$ cat config.mk
export PLATFORM = sky130hd
export DESIGN_NAME = icache_refill_ctrl
export DESIGN_NICKNAME = d
export VERILOG_FILES = /design/src/rtl/icache_refill_ctrl.sv
export SDC_FILE = /design/constraint.sdc
export NUM_CORES = 1
export LEC_CHECK = 0
export ABC_AREA = 0
export CAP_MARGIN = 15
export CORE_MARGIN = 5
export CORE_UTILIZATION = 45
export DETAILED_ROUTE_END_ITERATION = 12
export GPL_TIMING_DRIVEN = 0
export PLACE_DENSITY = 0.84
export SLEW_MARGIN = 10
export SYNTH_ARGS = -nofsm -noshare
export SYNTH_HDL_FRONTEND = slang
export SYNTH_SLANG_ARGS = --single-unit
$ cat constraint.sdc
create_clock -name Clk -period 4.9 [get_ports Clk]
set_clock_uncertainty 0.05 [all_clocks]
set_input_delay 1.47 -clock Clk [delete_from_list [all_inputs] [get_ports Clk]]
set_output_delay 1.47 -clock Clk [all_outputs]
set_load 0.01 [all_outputs]
$ cat src/rtl/icache_refill_ctrl.sv
// icache_refill_ctrl: miss/refill sequencer for an 8-line x 128-bit direct-mapped I-cache.
// Build macro ICACHE_REFILL_TIMEOUT_EN adds a wait-cycle abort (TIMEOUT_CYC) reported on refill_err.
module icache_refill_ctrl #(
`ifdef ICACHE_REFILL_TIMEOUT_EN
    parameter int unsigned TIMEOUT_CYC = 255,
`endif
    parameter int unsigned LINE_WORDS  = 4
) (
    input  logic         Clk,
    input  logic         Rst_n,
    input  logic         fetch_valid,
    input  logic [31:0]  fetch_addr,
    input  logic         cache_hit,
    output logic         cpu_stall,
    output logic         mem_req,
    output logic [31:0]  mem_addr,
    input  logic         mem_ack,
    input  logic         mem_rvalid,
    input  logic [31:0]  mem_rdata,
    output logic         line_wr,
    output logic [31:0]  line_addr,
    output logic [127:0] line_data,
    output logic         refill_busy,
    output logic         refill_err,
    output logic [2:0]   state_dbg
);

    typedef enum logic [2:0] {
        IDLE   = 3'd0,
        REQ    = 3'd1,
        BEAT   = 3'd2,
        FILL   = 3'd3,
        SETTLE = 3'd4
    } state_t;

    localparam logic [1:0] LAST_BEAT = 2'(LINE_WORDS - 1);

    state_t      state;
    logic [31:0] miss_addr;
    logic [1:0]  beat_cnt;

    // Memory handshake: mem_req stays high with mem_addr stable until a cycle where mem_ack=1
    // is sampled; afterwards every cycle with mem_rvalid=1 in BEAT is exactly one accepted beat.
    assign cpu_stall = (state != IDLE) | (fetch_valid & ~cache_hit);
    assign mem_addr  = miss_addr;
    assign state_dbg = state;

`ifdef ICACHE_REFILL_TIMEOUT_EN
    logic [7:0] wait_cnt;
    logic       wait_expired;

    assign wait_expired = ({24'd0, wait_cnt} >= (TIMEOUT_CYC - 1));
`else
    assign refill_err = 1'b0;
`endif

    always_ff @(posedge Clk or negedge Rst_n) begin
        if (!Rst_n) begin
            state       <= IDLE;
            miss_addr   <= '0;
            beat_cnt    <= '0;
            mem_req     <= 1'b0;
            line_wr     <= 1'b0;
            line_addr   <= '0;
            line_data   <= '0;
            refill_busy <= 1'b0;
`ifdef ICACHE_REFILL_TIMEOUT_EN
            wait_cnt    <= '0;
            refill_err  <= 1'b0;
`endif
        end else begin
            line_wr <= 1'b0;
`ifdef ICACHE_REFILL_TIMEOUT_EN
            refill_err <= 1'b0;
`endif
            unique case (state)
                IDLE: begin
                    if (fetch_valid && !cache_hit) begin
                        miss_addr   <= fetch_addr & ~32'hF;
                        mem_req     <= 1'b1;
                        refill_busy <= 1'b1;
                        state       <= REQ;
`ifdef ICACHE_REFILL_TIMEOUT_EN
                        wait_cnt    <= '0;
`endif
                    end
                end
                REQ: begin
                    // Beats are not accepted here, even in the ack cycle itself.
                    if (mem_ack) begin
                        mem_req  <= 1'b0;
                        beat_cnt <= '0;
                        state    <= BEAT;
`ifdef ICACHE_REFILL_TIMEOUT_EN
                        wait_cnt <= wait_cnt + 8'd1;
                    end else if (wait_expired) begin
                        mem_req     <= 1'b0;
                        refill_busy <= 1'b0;
                        refill_err  <= 1'b1;
                        state       <= IDLE;
                    end else begin
                        wait_cnt <= wait_cnt + 8'd1;
`endif
                    end
                end
                BEAT: begin
                    if (mem_rvalid) begin
                        line_data[{beat_cnt, 5'd0} +: 32] <= mem_rdata;
                        beat_cnt <= beat_cnt + 2'd1;
`ifdef ICACHE_REFILL_TIMEOUT_EN
                        wait_cnt <= '0;
`endif
                        if (beat_cnt == LAST_BEAT) begin
                            line_wr   <= 1'b1;
                            line_addr <= miss_addr;
                            state     <= FILL;
                        end
`ifdef ICACHE_REFILL_TIMEOUT_EN
                    end else if (wait_expired) begin
                        refill_busy <= 1'b0;
                        refill_err  <= 1'b1;
                        state       <= IDLE;
                    end else begin
                        wait_cnt <= wait_cnt + 8'd1;
`endif
                    end
                end
                FILL: begin
                    state <= SETTLE;
                end
                SETTLE: begin
                    // Gives the cache one cycle to re-look up the freshly installed line.
                    refill_busy <= 1'b0;
                    state       <= IDLE;
                end
                default: begin
                    mem_req     <= 1'b0;
                    refill_busy <= 1'b0;
                    state       <= IDLE;
                end
            endcase
        end
    end

endmodule

# ---- Word-level counts from Yosys, hierarchy flattened
# Index checks and enable logic that the tools add are counted.
dict set report classes {
  add_sub_neg 2
  eq_ne 9
  shift 2
  n_mux 16
  n_bitwise 5
  reduce_logical 14
}
# op count
set op_table {}
lappend op_table {{128-bit bitwise mux} 1}
lappend op_table {{32-bit by 9-bit variable shift with 128-bit output, first input constant} 1}
lappend op_table {{32-bit by 9-bit variable part select with 128-bit output} 1}
lappend op_table {{3-bit 2-to-1 mux} 4}
lappend op_table {{3-bit one-hot mux with 4 select lines} 1}
lappend op_table {{7-bit negator with 9-bit output} 1}
lappend op_table {{3-bit AND reduction} 3}
lappend op_table {{2-bit != test, second input constant} 4}
lappend op_table {{3-bit by 2-bit equality test with 1-bit output, second input constant} 2}
lappend op_table {{2-bit AND reduction} 3}
lappend op_table {{3-bit OR reduction} 2}
lappend op_table {{1-bit 2-to-1 mux} 5}
lappend op_table {{2-bit 2-to-1 mux} 2}
lappend op_table {{2-bit one-hot mux with 2 select lines} 1}
lappend op_table {{4-bit AND reduction} 1}
lappend op_table {{3-bit by 1-bit equality test with 1-bit output, second input constant} 1}
lappend op_table {{3-bit equality test, second input constant} 1}
lappend op_table {{3-bit zero test} 1}
lappend op_table {{1-bit inverter} 3}
lappend op_table {{1-bit one-hot mux with 3 select lines} 1}
lappend op_table {{3-bit nonzero test} 1}
lappend op_table {{2-bit by 1-bit adder with 2-bit output, second input constant} 1}
lappend op_table {{2-bit equality test, second input constant} 1}
lappend op_table {{1-bit one-hot mux with 2 select lines} 1}
lappend op_table {{other kinds (5)} 5}
dict set report totals {
  reg_bits 192
  in_bits 70
  out_inout_bits 200
  word_cells 56
}

# ---- Longest topological paths before layout
dict set report depth {
  word_depth 4
  ltp_mapped 7
  mapped_depth_nobuf 5
}

# ---- Least setup slack after synthesis
# OpenSTA, ideal clock, no wires.
dict set report synth_timing {
  path_kind {input port to output port}
  from {input fetch_valid}
  to {output cpu_stall}
  arrival_time_ns 1.791
  required_ns 3.380
  path_slack_ns 1.589
  path_stages 2
  cell_sequence {nor2b_1 -> nand2b_1}
}
dict set report synth_via {
  elab_chain_cells 2
}
# element line_no
set synth_lines {}
lappend synth_lines {{from (decl)} 11} ;# input logic fetch_valid,
lappend synth_lines {{1-bit bitwise AND} 44} ;# assign cpu_stall = (state != IDLE) | (fetch_valid & ~cache_hit);
lappend synth_lines {{1-bit OR} 44}
lappend synth_lines {{to (decl)} 14} ;# output logic cpu_stall,
# Every way passes these cells.

# ---- Final worst setup path
# Same ends and word-level chain as after synthesis.

==> flow_summary_export.csv <==
group,metric,value,unit
power,power_switching,2.78,mW
route,finalWirelength,24900,um
sta,fin_ws,0.532,ns
global_routing,grt-ovfl-total,0,
global_routing,grt_use_total,24.3,%
sta,finalCritPeriodShare,89.1,%
run_status,status,"complete, no violations",
run,cap_violations,0,
power,p_sw_share,35.8,%
finish,final_nets,1112,
sta,final_hold_viol_count,0,
clock_tree,cts_hold_buf,0,
critical_path,slowest_stage,"clkdlybuf4s50_1",
critical_path,crit_required,3.38,ns
yosys,async_flop_share,100,%
die,fp.dieH,144,um
clock_tree,numCtsBuffers,17,
power,pwr-share-comb,44.7,%
yosys,yosysWarnings,0,
finish,synthToLayoutAreaGrowth,43.7,%
critical_path,cp-start-kind,"input port",
power,pwr-share-seq,36.2,%
finish,final_util,65.1,%
clock_tree,htreeDepth,4,
finish,antennaDiodeCount,0,
yosys,avgSynthCellArea,10.8,sq um
sta,max_freq,0.229,GHz
yosys,seq_area_frac_synth,59.4,%
critical_path,crit_chain,"clkdlybuf4s50_1 -> nor2b_1 -> nand2b_1 -> clkdlybuf4s50_1",
critical_path,crit_path_max_fanout,3,
route,drc,0,
yosys,ys_types,34,
yosys,synth_area,8090,sq um
sta,worstMarginPinSlew,0.811,ns
critical_path,arrival,2.85,ns
sta,period_minus_slack,4.37,ns
power,intPower,4.98,mW
yosys,synth_ff_type,"dfrtp_1",
clock_tree,clk_path_buf_depth,2,
route,wire_per_inst,19.5,um
route,drt_iter0_drc,552,
die,start_util,45.3,%
route,dr.pass1.iters,6,
place,placement.io_buffers,256,
sta,setup_viol,0,
clock_tree,ctsRootBufferMaster,"clkbuf_16",
worst_hold_path,hold_path.class,"flop to flop",
sta,maxSlewViolCount,0,
critical_path,crit_type,"input port to output pin",
clock_tree,cts_tree,"yes",
finish,nFillCells,1387,
route,ant_nets,0,
route,via_per_inst,5.35,
place,dp_hpwl,18100,um
power,power_leakage,5.16,nW
global_routing,grt_pass1_wl,38600,um
yosys,synth_edf_count,0,
critical_path,end_kind,"output pin",
yosys,synth_cells,752,
clock_tree,ctsResizeCount,0,
critical_path,crit_path_max_incr_delay,0.55,ns
global_routing,antenna_found_initial,0,
critical_path,crit_path_frequent_cell,"clkdlybuf4s50_1",
power,powerDensity,667,nW/um^2
route,num_vias,6843,
sta,relSlewSlack,45.8,%
clock_tree,clk_latency,0.43,ns
clock_tree,cts.sinks,192,
die,io_pins,270,
sta,holdWs,0.456,ns
power,peakVddDrop,0.000311,V
die,die_area,20800,sq um
clock_tree,clk_pin_slew,0.07,ns
die,core,17800,sq um
sta,rsz0062_at_grt,"false",
place,gp_congestion,0.857,
global_routing,grt_max_degree,109,
global_routing,grt_pass1_vias,6887,
power,clkPwrFrac,19.1,%
clock_tree,cts_setup_buffers,0,
finish,drive_gt1_share,11.8,%
die,rows,49,
yosys,ys_ff_latch,192,
place,dp_slack,0.537,ns
power,total_power,7.76,mW
die,die_x,144,um
cells in the final DEF, fill, tap and decap left out, drive strengths merged:
master         netlist  layout
a21o                 1       1
a21oi                4       4
and2                 4       4
and3                 1       1
and3b                1       1
and4bb               1       1
buf                 32      34
bufinv               0       3
clkbuf              39      56
clkdlybuf4s50        0     255
clkinv               0       4
clkinvlp             0       1
conb                 1       9
dfrtp              192     192
ha                   6       6
inv                133     140
mux2                56      56
mux2i                1       1
nand2                4       4
nand2b               3       3
nand3                2       2
nand3b               3       3
nand4              128     128
nor2                 1       1
nor2b                1       1
nor3                 1       1
nor3b                2       2
nor4b                2       2
nor4bb               1       1
o21ai              130     130
o31ai                1       1
or3b                 1       1
power by group through the flow:
stage	clock network [mW]	logic [mW]	registers [mW]
6_report	1.48	3.47	2.81
5_1_grt	1.59	3.71	2.91
4_1_cts	1.50	3.49	2.81
3_5_place_dp	0	3.47	2.82
3_3_place_gp	0	3.40	2.80
2_1_floorplan	0	1.03	3.12
through the flow:
| stage | cell area, sq um | TNS (ns) | std cells |
|---|---|---|---|
| after CTS | 11600 | 0 | 1278 |
| final | 11600 | 0 | 1278 |
| after floorplan | 8120 | 0 | 760 |
| after global routing | 11600 | 0 | 1278 |
| after detailed placement | 11000 | 0 | 1246 |
| after global placement | 11000 | -1094.48 | 1245 |
cell usage after synthesis (all sizes together), types with 2 or more instances:
cell type	instances	area, sq um
a21oi	4	20.0
nand3	2	10.0
clkbuf	39	146
nand2b	3	18.8
nand4	128	801
ha	6	75.1
nor4b	2	38.8
and2	4	25.0
mux2	56	664
nand2	4	15.0
nand3b	3	22.5
o21ai	130	651
nor3b	2	15.0
buf	32	190
inv	133	499
dfrtp	192	4800
flip-flops by register name, summed over array words and instances, names as in the netlist:
name and cells:
beat_cnt 2, line_data 128, mem_req 1, line_wr 1, refill_busy 1, state_dbg 3
mem_addr 28, line_addr 28
layer usage:
metal	wire (um)	GRT usage [%]
met1	10000	32.5
met2	12100	38.7
met3	1970	5.46
met4	844	9.76
met5	0	0
area by class of cell:
cell class | count | area (sq um) | share of cell area, %
Buffer | 71 | 337 | 2.90
Sequential cell | 192 | 4800 | 41.3
Tap cell | 229 | 287 | 2.47
Inverter | 133 | 499 | 4.30
Multi-Input combinational cell | 364 | 2480 | 21.3
Clock inverter | 15 | 199 | 1.71
Clock buffer | 17 | 425 | 3.66
Timing Repair Buffer | 257 | 2590 | 22.3
worst max-delay path: cells and delay by family:
kind | cells | cell delay [ns]
buf+inv | 2 | 1.01
simple gates | 2 | 0.37
path summary, 6_finish.rpt:
| kind | startpoint | endpoint | slack [ns] | depth (start not counted) |
|---|---|---|---|---|
| worst max-delay path | fetch_valid | cpu_stall | 0.53 | 4 |
| worst min-delay path | line_addr[21] | line_addr[21] | 0.46 | 1 |
| worst max register to register | beat_cnt[0] | line_data[123] | 2.10 | 6 |
| worst min register to register | line_addr[21] | line_addr[21] | 0.46 | 1 |
| max in group asynchronous | Rst_n | state_dbg[0] | 2.88 | 2 |
| min in group asynchronous | Rst_n | line_data[50] | 0.96 | 1 |
cells by family (layout without fill, tap and decap cells):
group                      after synthesis  after routing  synth area share, %
other                                    1              9               0.0464
muxes                                   57             57                 8.34
adders and majority gates                6              6                0.928
and+or+nand+nor                        156            156                 12.5
DFF                                    192            192                 59.4
AOI/OAI and AO/OA                      136            136                 8.48
buffers and inverters                  204            493                 10.3
(Power assumes the default switching activity.)
